$ cat config.mk
export PLATFORM = sky130hd
export DESIGN_NAME = clap_detector
export DESIGN_NICKNAME = d
export VERILOG_FILES = /design/src/rtl/clap_pkg.sv /design/src/rtl/clap_level_cmp.sv /design/src/rtl/clap_detector.sv
export SDC_FILE = /design/constraint.sdc
export NUM_CORES = 1
export LEC_CHECK = 0
export BUFFER_PORTS_ARGS = -buffer_cell sky130_fd_sc_hd__buf_2
export CORE_MARGIN = 2
export CORE_UTILIZATION = 35
export CTS_CLUSTER_DIAMETER = 80
export DETAILED_ROUTE_END_ITERATION = 7
export PLACE_DENSITY_LB_ADDON = 0.25
export SETUP_SLACK_MARGIN = 0.4
export SLEW_MARGIN = 20
export SYNTH_ARGS = -nofsm -noshare
export SYNTH_HDL_FRONTEND = slang
export SYNTH_SLANG_ARGS = --single-unit
$ cat constraint.sdc
create_clock -name clk_i -period 2.5 [get_ports clk_i]
set_input_delay 0.375 -clock clk_i [delete_from_list [all_inputs] [get_ports clk_i]]
set_output_delay 0.375 -clock clk_i [all_outputs]
set_load 0.01 [all_outputs]
$ cat src/rtl/clap_pkg.sv
// rtl/clap_pkg.sv - shared state encodings, default timing constants and helpers for the clap detector
package clap_pkg;

  // FSM state encodings (also driven out on clap_state_o for LEDs/debug)
  localparam logic [1:0] ST_IDLE    = 2'd0;
  localparam logic [1:0] ST_FIRST   = 2'd1;
  localparam logic [1:0] ST_QUIET   = 2'd2;
  localparam logic [1:0] ST_HOLDOFF = 2'd3;

  // Default timing constants, all counted in accepted samples
  localparam int DEF_SAMPLE_W = 8;
  localparam int DEF_LOUD_MAX = 8;
  localparam int DEF_GAP_MIN  = 4;
  localparam int DEF_GAP_MAX  = 20;
  localparam int DEF_HOLDOFF  = 16;

  // Largest of three integers, used to size the shared sample counter
  function automatic int max3(input int a, input int b, input int c);
    int m;
    m = a;
    if (b > m) m = b;
    if (c > m) m = c;
    return m;
  endfunction

endpackage

$ cat src/rtl/clap_level_cmp.sv
// rtl/clap_level_cmp.sv - sample magnitude and registered threshold compare (CLAP_DETECTOR_ABS_EN selects signed input)
module clap_level_cmp
  import clap_pkg::*;
#(
  parameter int SAMPLE_W = DEF_SAMPLE_W
) (
  input  logic                clk_i,
  input  logic                rst_ni,
  input  logic [SAMPLE_W-1:0] sample_i,
  input  logic                sample_valid_i,
  input  logic [SAMPLE_W-1:0] threshold_i,
  output logic                loud_o,
  output logic                valid_o
);

  logic [SAMPLE_W-1:0] mag;
  logic                loud_d, loud_q;
  logic                valid_d, valid_q;

`ifdef CLAP_DETECTOR_ABS_EN
  localparam logic [SAMPLE_W-1:0] SMP_MIN = {1'b1, {(SAMPLE_W-1){1'b0}}};
  localparam logic [SAMPLE_W-1:0] SMP_MAX = {1'b0, {(SAMPLE_W-1){1'b1}}};

  // Signed magnitude; the most negative code saturates to the largest positive one
  always_comb begin
    mag = sample_i;
    if (sample_i[SAMPLE_W-1]) begin
      if (sample_i == SMP_MIN) begin
        mag = SMP_MAX;
      end else begin
        mag = -sample_i;
      end
    end
  end
`else
  // Unsigned samples are their own magnitude
  always_comb begin
    mag = sample_i;
  end
`endif

  // Threshold compare; a zero threshold makes every sample loud
  always_comb begin
    loud_d  = (mag >= threshold_i);
    valid_d = sample_valid_i;
  end

  // Stage-1 pipeline register
  always_ff @(posedge clk_i) begin
    if (!rst_ni) begin
      loud_q  <= 1'b0;
      valid_q <= 1'b0;
    end else begin
      loud_q  <= loud_d;
      valid_q <= valid_d;
    end
  end

  assign loud_o  = loud_q;
  assign valid_o = valid_q;

endmodule

$ cat src/rtl/clap_detector.sv
// rtl/clap_detector.sv - double-clap detector: level compare, gap-timing FSM, one-cycle clap_set_o pulse (option CLAP_DETECTOR_ABS_EN)
module clap_detector
  import clap_pkg::*;
#(
  parameter int SAMPLE_W = DEF_SAMPLE_W,
  parameter int LOUD_MAX = DEF_LOUD_MAX,
  parameter int GAP_MIN  = DEF_GAP_MIN,
  parameter int GAP_MAX  = DEF_GAP_MAX,
  parameter int HOLDOFF  = DEF_HOLDOFF
) (
  input  logic                clk_i,
  input  logic                rst_ni,
  input  logic [SAMPLE_W-1:0] sample_i,
  input  logic                sample_valid_i,
  input  logic [SAMPLE_W-1:0] threshold_i,
  output logic                clap_set_o,
  output logic [1:0]          clap_state_o
);

  localparam int CW = $clog2(max3(LOUD_MAX, GAP_MAX, HOLDOFF) + 2);

  localparam logic [CW-1:0] CNT_ZERO  = '0;
  localparam logic [CW-1:0] CNT_ONE   = CW'(1);
  localparam logic [CW-1:0] CNT_SAT   = '1;
  localparam logic [CW-1:0] LOUD_LIM  = CW'(LOUD_MAX + 1);
  localparam logic [CW-1:0] GAP_LO    = CW'(GAP_MIN);
  localparam logic [CW-1:0] GAP_LIM   = CW'(GAP_MAX + 1);
  localparam logic [CW-1:0] HOLD_LIM  = CW'(HOLDOFF);

  logic          loud, v1;
  logic [1:0]    state_d, state_q;
  logic [CW-1:0] cnt_d, cnt_q;
  logic [CW-1:0] cnt_inc;
  logic          det_d, det_q;
  logic          clap_d, clap_q;

  clap_level_cmp #(
    .SAMPLE_W(SAMPLE_W)
  ) u_level_cmp (
    .clk_i         (clk_i),
    .rst_ni        (rst_ni),
    .sample_i      (sample_i),
    .sample_valid_i(sample_valid_i),
    .threshold_i   (threshold_i),
    .loud_o        (loud),
    .valid_o       (v1)
  );

  // Saturating increment of the shared sample counter
  always_comb begin
    cnt_inc = (cnt_q == CNT_SAT) ? cnt_q : (cnt_q + CNT_ONE);
  end

  // State, counter, detection flag and output pulse registers
  always_ff @(posedge clk_i) begin
    if (!rst_ni) begin
      state_q <= ST_IDLE;
      cnt_q   <= CNT_ZERO;
      det_q   <= 1'b0;
      clap_q  <= 1'b0;
    end else begin
      state_q <= state_d;
      cnt_q   <= cnt_d;
      det_q   <= det_d;
      clap_q  <= clap_d;
    end
  end

  // Next state and counter; nothing moves unless a stage-1 sample is valid
  always_comb begin
    state_d = state_q;
    cnt_d   = cnt_q;
    if (v1) begin
      unique case (state_q)
        ST_IDLE: begin
          if (loud) begin
            state_d = ST_FIRST;
            cnt_d   = CNT_ONE;
          end
        end
        ST_FIRST: begin
          if (loud) begin
            if (cnt_inc == LOUD_LIM) begin
              // Too long to be a clap: treat as continuous noise
              state_d = ST_HOLDOFF;
              cnt_d   = CNT_ZERO;
            end else begin
              cnt_d = cnt_inc;
            end
          end else begin
            state_d = ST_QUIET;
            cnt_d   = CNT_ONE;
          end
        end
        ST_QUIET: begin
          if (loud) begin
            if (cnt_q >= GAP_LO) begin
              state_d = ST_HOLDOFF;
              cnt_d   = CNT_ZERO;
            end else begin
              // Gap too short: an echo, so this loud sample restarts clap one
              state_d = ST_FIRST;
              cnt_d   = CNT_ONE;
            end
          end else if (cnt_inc == GAP_LIM) begin
            state_d = ST_IDLE;
            cnt_d   = CNT_ZERO;
          end else begin
            cnt_d = cnt_inc;
          end
        end
        ST_HOLDOFF: begin
          if ((cnt_inc >= HOLD_LIM) && !loud) begin
            state_d = ST_IDLE;
            cnt_d   = CNT_ZERO;
          end else begin
            cnt_d = cnt_inc;
          end
        end
        default: begin
          state_d = ST_IDLE;
          cnt_d   = CNT_ZERO;
        end
      endcase
    end
  end

  // Outputs: detection is flagged on the QUIET->HOLDOFF edge, then re-registered for the pulse
  always_comb begin
    det_d        = v1 && loud && (state_q == ST_QUIET) && (cnt_q >= GAP_LO);
    clap_d       = det_q;
    clap_set_o   = clap_q;
    clap_state_o = state_q;
  end

endmodule

* After elaboration in Yosys (flattened, before gate mapping) *
Index checks and enable logic that the tools add are counted.

storage, ports and cells
  register bits = 11
  input port bits = 19
  output and inout bits = 3
  logic and storage cells = 45

cells by class
  add/subtract/negate cells = 1
  $lt $le $gt $ge = 3
  equality and inequality tests = 10
  multiplexer cells = 17
  reduce and logical (&&, ||, !) cells = 8

operators with widths
  cell                   count
  $mux W5                7
  $pmux W5 S4            1
  $mux W2                7
  $eq A5 B5 Y1 const B   2
  $ge A8 B8 Y1           1
  $pmux W2 S4            1
  $add A5 B1 Y5 const B  1
  $eq A5 B4 Y1 const B   1
  $ge A5 B3 Y1 const B   1
  $ge A5 B5 Y1 const B   1
  $reduce_and A5 Y1      1
  $eq A2 B2 Y1 const B   2
  $logic_and A1 B1 Y1    4
  $ne A3 B2 Y1 const B   1
  $ne A3 B3 Y1 const B   1
  $eq A2 B1 Y1 const B   1
  $logic_not A2 Y1       1
  $ne A2 B1 Y1 const B   1
  $ne A2 B2 Y1 const B   1
  $reduce_and A2 Y1      1
  $logic_not A1 Y1       1
  $mux W1                1

* Longest topological paths before layout *
Gate-level depths: netlist of the first run.

  word-level depth = 6
  mapped depth = 7
  depth with buffers taken out = 7

* Hierarchy *
A second synthesis of the first run with hierarchy kept.

unflattened totals
  cell total of the unflattened synthesis = 142
  area total of the unflattened synthesis = 1098.6 sq um

by module, submodules not included
  module          times used  cells each  area each (sq um)  sequential area each (sq um)
  clap_detector   1           112         859.6              180.2
  clap_level_cmp  1           30          239.0              40.0

* Worst setup path after synthesis of the first run *
OpenSTA, ideal clock, no wires.

  path kind = register -> register
  from = reg cnt_q[0]
  to = reg state_q[1] (netlist: clap_state_o[1])
  setup time = 0.072 ns
  data arrival time = 1.838 ns
  required time = 2.428 ns
  path slack = 0.590 ns
  stages on the path, launching flop included = 7
  buffers on the path = 0
  clock period less this slack = 1.910 ns
  cell sequence = dfxtp_1 -> inv_1 -> ha_1 -> or3_1 -> or2_1 -> o32ai_2 -> mux2i_1

on the way
  cells in the longest elaborated chain, start to end = 6
  elaborated cells between the ends (all ways) = 15
  those cells by class = add/sub (1); order compare (2); eq/ne (6); mux (4); reduce/logical (2)

ends and longest elaborated chain
  element                                               line                  text
  start: declaration                                    clap_detector.sv:32   logic [CW-1:0] cnt_d, cnt_q;
  start signal: assignment                              clap_detector.sv:63   cnt_q <= cnt_d;
  $add A5 B1 Y5 / $eq A5 B5 Y1 (equally long branches)  clap_detector.sv:51   cnt_inc = (cnt_q == CNT_SAT) ? cnt_q : (cnt_q + CNT_ONE);
  $mux W5                                               clap_detector.sv:51
  $ge A5 B5 Y1                                          clap_detector.sv:113  if ((cnt_inc >= HOLD_LIM) && !loud) begin
  $logic_and A1 B1 Y1                                   clap_detector.sv:113
  $ne A2 B2 Y1 (no line)                                -
  $reduce_and A5 Y1 (no line)                           -
  end signal: assignment                                clap_detector.sv:62   state_q <= state_d;
  end: declaration                                      clap_detector.sv:31   logic [1:0] state_d, state_q;

Parallel ways exist; a longest one is shown, timed or not.
A chain may end at the register's enable or synchronous reset.

* Final worst setup path of the first run *
  from = reg cnt_q[1]
  to = reg state_q[1] (netlist: clap_state_o[1])

Same word-level chain as after synthesis.

==> run_results.csv, run 1 <==
group,metric,value,unit
outcome,status,"finished clean",
route,routed_wirelength,1.95,mm
route,avgViaCountPerCell,5.38,
power,cellPowerDensity,357,nW/um^2
sta,slew-limit-headroom,66.4,%
synth,syn_nets,143,
grt,grt_max_degree,17,
sta,worst_pin_slew,0.498,ns
sta,finalMaxSlewViolations,0,
synth,synth_cell_type_count,42,
grt,antenna_found_initial,0,
synth,synth_ff_type,"dfxtp_1",
setup_path,worstSetupPathType,"flop to flop",
synth,synth_seq_cells,11,
clock_network,cts_buffers,3,
die,core_area,2480,um^2
die,die_x,55.1,um
synth,ys_seq_area_share,24.1,%
setup_path,critPathMaxFanout,6,
finish,syn_to_final_growth,15.9,%
synth,ys_warn_count,0,
grt,grt_pass1_wl,3.35,mm
clock_network,clk_path_buf_depth,2,
finish,final_cell_mix,"buf_2, inv_1, dfxtp_1",
setup_path,start_kind,"flop",
finish,fin_area,1060,um^2
clock_network,cts_root_buf,"clkbuf_4",
placed_design,place_area,1030,um^2
clock_network,clock_latency,0.27,ns
setup_path,required,2.70,ns
sta,hold_slack,0.313,ns
synth,synth_edf_count,0,
placed_design,hpwl,1.53,mm
synth,synthArstFlopShare,0,%
synth,synth.cell_area,912,um^2
grt,grt.total_usage,15.3,%
sta,period_share,80.5,%
synth,syn-instance-count,114,
sta,finalSetupTns,0,ns
route,drt_iter0_drc,38,
grt,grt_pass1_vias,823,
die,start_util,36.8,%
clock_network,clk_pin_slew,0.07,ns
route,ant_nets,0,
sta,final-hold-violation-count,0,
die,die_y,55.1,um
sta,setup-violations-final,0,
route,wl_per_cell,12.0,um
clock_network,cts_setup_buffers,0,
sta,min_period,2.01,ns
clock_network,hold_buffers,0,
route,via_count,877,
run,drv_cap,0,
setup_path,arrival,2.21,ns
synth,avgSynthCellArea,8.00,um^2
power,ir_drop,0.000399,V
power,p_leak,0.447,nW
die,rows,18,
setup_path,end_kind,"flop",
die,ioPinCount,22,
route,dr.pass1.iters,4,
finish,final_common_cell,"buf_2",
clock_network,htreeDepth,1,
sta,max_freq,497,MHz
clock_network,numClockSinks,11,
hold_path,hp-class,"input pin to flop",
finish,nets,163,
route,drc,0,
placed_design,place.port_buffers,21,
grt,overflow,0,
finish,drive_gt1_share,23.3,%
placed_design,routabilityCongestion,0.815,
finish,diodes,0,
clock_network,cts_tree,"built",
die,fp.dieArea,3030,um^2
sta,fin_worst_skew,0.00268,ns
sta,rsz0062_at_grt,"yes",
cell families after synthesis:
logic type	after synthesis	synth area share, %
mux	2	2.19
compound gates	36	29.6
xor+xnor	2	1.92
buf+inv	20	9.33
fa+ha+maj	10	13.7
simple gates	33	19.1
flops	11	24.1
power breakdown:
| part | leakage, nW | switching (W) | total (W) | internal (W) |
|---|---|---|---|---|
| combinational | 0.342 | 0.0000325 | 0.0000675 | 0.0000350 |
| clock | 0.0150 | 0.0000579 | 0.000120 | 0.0000618 |
| sequential | 0.0897 | 0.0000102 | 0.000190 | 0.000180 |
sequential cells by signal (all words and copies together) (netlist names):
signal and count:
u_level_cmp.valid_o 1, u_level_cmp.loud_o 1, cnt_q 5, clap_set_o 1
clap_state_o 2, clap_d 1
final timing paths:
check | startpoint | end | slack (ns) | depth (start not counted)
worst max-delay path | cnt_q[1] | clap_state_o[1] | 0.49 | 6
worst min-delay path | sample_valid_i | u_level_cmp.valid_o | 0.31 | 2
worst max register to register | cnt_q[1] | clap_state_o[1] | 0.49 | 6
worst min register to register | clap_d | clap_set_o | 0.43 | 1
critical path: stages (launching register included):
cell and delay (ns):
dfxtp_1 0.42, inv_1 0.09, ha_1 0.32, or3_1 0.39
or2_1 0.25, o32ai_2 0.27, mux2i_1 0.19
cell type report:
class / instances / area, um^2
Clock buffer: 4 / 26.3
Fill cell: 266 / 1420
Inverter: 13 / 48.8
Multi-Input combinational cell: 83 / 611
Sequential cell: 11 / 221
Tap cell: 30 / 37.5
Timing Repair Buffer: 22 / 113
cell usage after synthesis (2+ instances only):
master,count,area [um^2]
a211oi_1,4,30.0
a21boi_0,2,15.0
a21o_1,2,15.0
a21oi_1,6,30.0
a31o_2,2,17.5
a31oi_1,2,12.5
and2_1,3,18.8
clkbuf_1,4,15.0
dfxtp_1,11,220
ha_1,10,125
inv_1,13,48.8
mux2i_1,2,20.0
nand2_1,5,18.8
nand2b_1,3,18.8
nand3_1,3,15.0
nor2_1,7,26.3
nor2b_1,2,12.5
nor3_1,3,15.0
o2111ai_1,3,26.3
o21ai_0,4,20.0
xnor2_1,2,17.5
timing repair:
| item | 4_1_cts | 5_1_grt |
|---|---|---|
| setup endpoints to repair | 0 | 5 |
| gates resized for setup | 0 | 3 |
| hold endpoints to repair | 0 | 0 |
per-layer routing:
metal	track usage (%)	vias up	part of all wire (%)
li1	-	458	-
met1	19.2	390	47
met2	26.6	29	48
met3	4.03	0	5.4
met4	2.44	0	0
met5	0	-	0
stage by stage:
stage	utilization (%)	setup slack, ns	cells	power (W)
global placement	41.4	0.508	159	0.000259
CTS	42.5	0.428	163	0.000384
global route	42.7	0.371	163	0.000406
detailed placement	41.4	0.458	159	0.000261
floorplan	-	0.590	114	0.000235
finish	42.7	0.488	163	0.000377
Note: power is estimated with default switching activity, not from simulation.
==> inputs of run 2 (changes only) <==
ABC_AREA = 1   (was not set)
clock period = 2.1 ns   (was 2.5 ns; I/O delays follow)
==> run 2 against run 1 <==
Effect of this change:
- synthesized cell count up 33%
- clock-buffer cell count unchanged
- critical path depth increased by 4
- design area is 14% higher
- sequential share of layout area down 2.2 points
- critical path type unchanged
- largest power group unchanged
==> run_results.csv, run 2 <==
group,metric,value,unit
synth,synth_top_area_share,22.1,%
clock_network,cts_buffers,3,
synth,yosysMostFrequentCell,"nand2_1",
route,drt_iter0_drc,24,
setup_path,worstRegToRegCells,10,
clock_network,numClockSinks,11,
setup_path,end_kind,"flop",
clock_network,cts_root_buf,"clkbuf_4",
synth,synthArstFlopShare,0,%
power,pwr-share-comb,21.7,%
finish,largest_register_ffs,5,
synth,syn_nets,181,
setup_path,critPathMaxFanout,6,
route,dr.pass1.iters,4,
placed_design,routabilityCongestion,0.894,
clock_network,clk_path_buf_depth,2,
setup_path,cp_common_cell,"nand2_1",
sta,min_period,1.56,ns
setup_path,cp_cell_sequence,"inv_1 -> ha_1 -> nand2_1 -> nand2_2 -> nor2_4 -> nand3_4 -> nand2_4 -> nand2_1 -> nand2_1 -> a21oi_1",
sta,final-hold-violation-count,0,
clock_network,htreeDepth,1,
die,ioPinCount,22,
setup_path,cp_slowest_cell,"dfxtp_4",
setup_path,required,2.27,ns
setup_path,cp_num_buf_inv,1,
synth,avgSynthCellArea,6.55,um^2
route,ant_nets,0,
synth,ys_top_cells_by_area,"dfxtp_1, nand2_1, ha_1, inv_1, a21oi_1",
grt,antenna_found_initial,0,
synth,syn-instance-count,152,
clock_network,cts_setup_buffers,0,
die,rows,19,
die,core_area,2730,um^2
run,drv_cap,0,
clock_network,clock_latency,0.27,ns
hold_path,hold_path.startpoint,"sample_valid_i",
synth,ys_seq_area_share,22.1,%
clock_network,clk_pin_slew,0.07,ns
power,power_switching,0.000145,W
finish,final_cell_mix,"nand2_1, inv_1, buf_2",
route,via_count,1026,
setup_path,crit_path_end,"clap_state_o[1]",
placed_design,place.port_buffers,21,
power,power_frac_clock,31.3,%
route,routed_wirelength,2.28,mm
hold_path,hp-class,"input pin to flop",
power,switching_share,30.6,%
synth,synth_commonest_cells,"nand2_1, inv_1, a21oi_1",
synth,synth.cell_area,996,um^2
placed_design,hpwl,1.85,mm
route,wl_per_cell,11.0,um
setup_path,worstSetupPathType,"flop to flop",
synth,synth_cell_type_count,25,
setup_path,r2r-start,"cnt_q[0]",
sta,fin_ws,0.543,ns
setup_path,start_kind,"flop",
power,power.internal,0.000330,W
power,pwr-share-seq,47.0,%
setup_path,arrival,1.72,ns
sta,worst_pin_slew,0.319,ns
die,die_x,57.3,um
hold_path,hold_path_depth,3,
setup_path,cp.depth,10,
finish,nets,207,
grt,grt_max_degree,8,
synth,synth_edf_count,0,
sta,period_share,74.2,%
sta,finalSetupTns,0,ns
synth,ys_warn_count,0,
synth,synth_seq_cells,11,
route,drc,0,
grt,grt_pass1_wl,4.02,mm
setup_path,crit_start,"cnt_q[0]",
finish,drive_gt1_share,26.6,%
power,p_leak,0.594,nW
die,fp.dieArea,3290,um^2
grt,overflow,0,
placed_design,dp_slack,0.347,ns
clock_network,cts_tree,"built",
sta,setup-violations-final,0,
sta,rsz0062_at_grt,"no",
finish,top_register,"cnt_q",
grt,grt_pass1_vias,987,
grt,grt.total_usage,15.1,%
sta,max_freq,642,MHz
power,ir_drop,0.000404,V
finish,final_common_cell,"nand2_1",
sta,finalMaxSlewViolations,0,
die,die_y,57.3,um
sta,slew-limit-headroom,78.7,%
synth,synth_area_leader_cell,"dfxtp_1",
route,avgViaCountPerCell,4.93,
setup_path,r2r-end,"clap_state_o[1]",
setup_path,critical_path.top_delay_family,"simple AND/OR/NAND/NOR gates",
outcome,status,"finished clean",
finish,syn_to_final_growth,21.2,%
die,start_util,36.4,%
sta,fin_worst_skew,0.000824,ns
synth,synth_ff_type,"dfxtp_1",
setup_path,slowest_delay,0.38,ns
setup_path,r2r_setup_slack,0.54,ns
finish,diodes,0,
power,cellPowerDensity,394,nW/um^2
[run 2: final cells by class]
| cell class | count | area (um^2) |
|---|---|---|
| Multi-Input combinational cell | 111 | 698 |
| Sequential cell | 11 | 226 |
| Inverter | 30 | 113 |
| Tap cell | 31 | 38.8 |
| Timing Repair Buffer | 21 | 105 |
| Clock buffer | 4 | 26.3 |
| Fill cell | 276 | 1530 |
[run 2: repair_timing]
item	4_1_cts	5_1_grt
gates resized for setup	3	7
endpoints found under the setup margin	6	6
hold buffers	0	0
[run 2: power by group through the flow]
stage / clock network (W) / logic [W] / registers, W
after floorplan: 0 / 0.0000675 / 0.000226
after global placement: 0 / 0.0000979 / 0.000228
after detailed placement: 0 / 0.000102 / 0.000228
after CTS: 0.000150 / 0.000103 / 0.000223
after global routing: 0.000158 / 0.000120 / 0.000225
final: 0.000149 / 0.000103 / 0.000224
[run 2: logic make-up (layout without fill, tap and decap cells)]
logic type	count (synthesis)	in the layout	share of synthesized area [%]
AO/OA/AOI/OAI	25	25	16.0
flip-flops	11	11	22.1
AND/OR/NAND/NOR	76	76	38.1
adder cells (fa/ha/maj)	10	10	12.6
buffers and inverters	30	55	11.3
[run 2: how the worst min path moves through the flow]
stage / endpoint / slack, ns
2_1_floorplan: clap_set_o / 0.39
3_3_place_gp: clap_set_o / 0.40
3_5_place_dp: clap_set_o / 0.43
4_1_cts: u_level_cmp.valid_o / 0.22
5_1_grt: u_level_cmp.valid_o / 0.24
6_report: u_level_cmp.valid_o / 0.22
[run 2: through the flow]
stage / std cells / area [um^2] / utilization [%] / total power (W) / hold WS, ns
2_1_floorplan: 152 / 996 / - / 0.000294 / 0.390
3_3_place_gp: 204 / 1140 / 41.7 / 0.000326 / 0.403
3_5_place_dp: 204 / 1140 / 41.7 / 0.000330 / 0.426
4_1_cts: 208 / 1170 / 42.8 / 0.000476 / 0.220
5_1_grt: 208 / 1210 / 44.2 / 0.000503 / 0.242
6_report: 208 / 1210 / 44.2 / 0.000476 / 0.220
[run 2: worst reg2reg max path: stages (launching register included)]
cell and delay [ns]:
dfxtp_4 0.38, inv_1 0.09, ha_1 0.32, nand2_1 0.09, nand2_2 0.08, nor2_4 0.13
nand3_4 0.09, nand2_4 0.09, nand2_1 0.06, nand2_1 0.06, a21oi_1 0.06
[run 2: layer usage]
metal	wire length [um]	vias to the layer above	track usage, %	part of all wire (%)
met4	32	0	5.98	1.4
li1	-	540	-	-
met2	1110	20	25.3	48
met1	1070	460	19.5	47
met3	77	6	1.81	3.4
met5	0	-	0	0
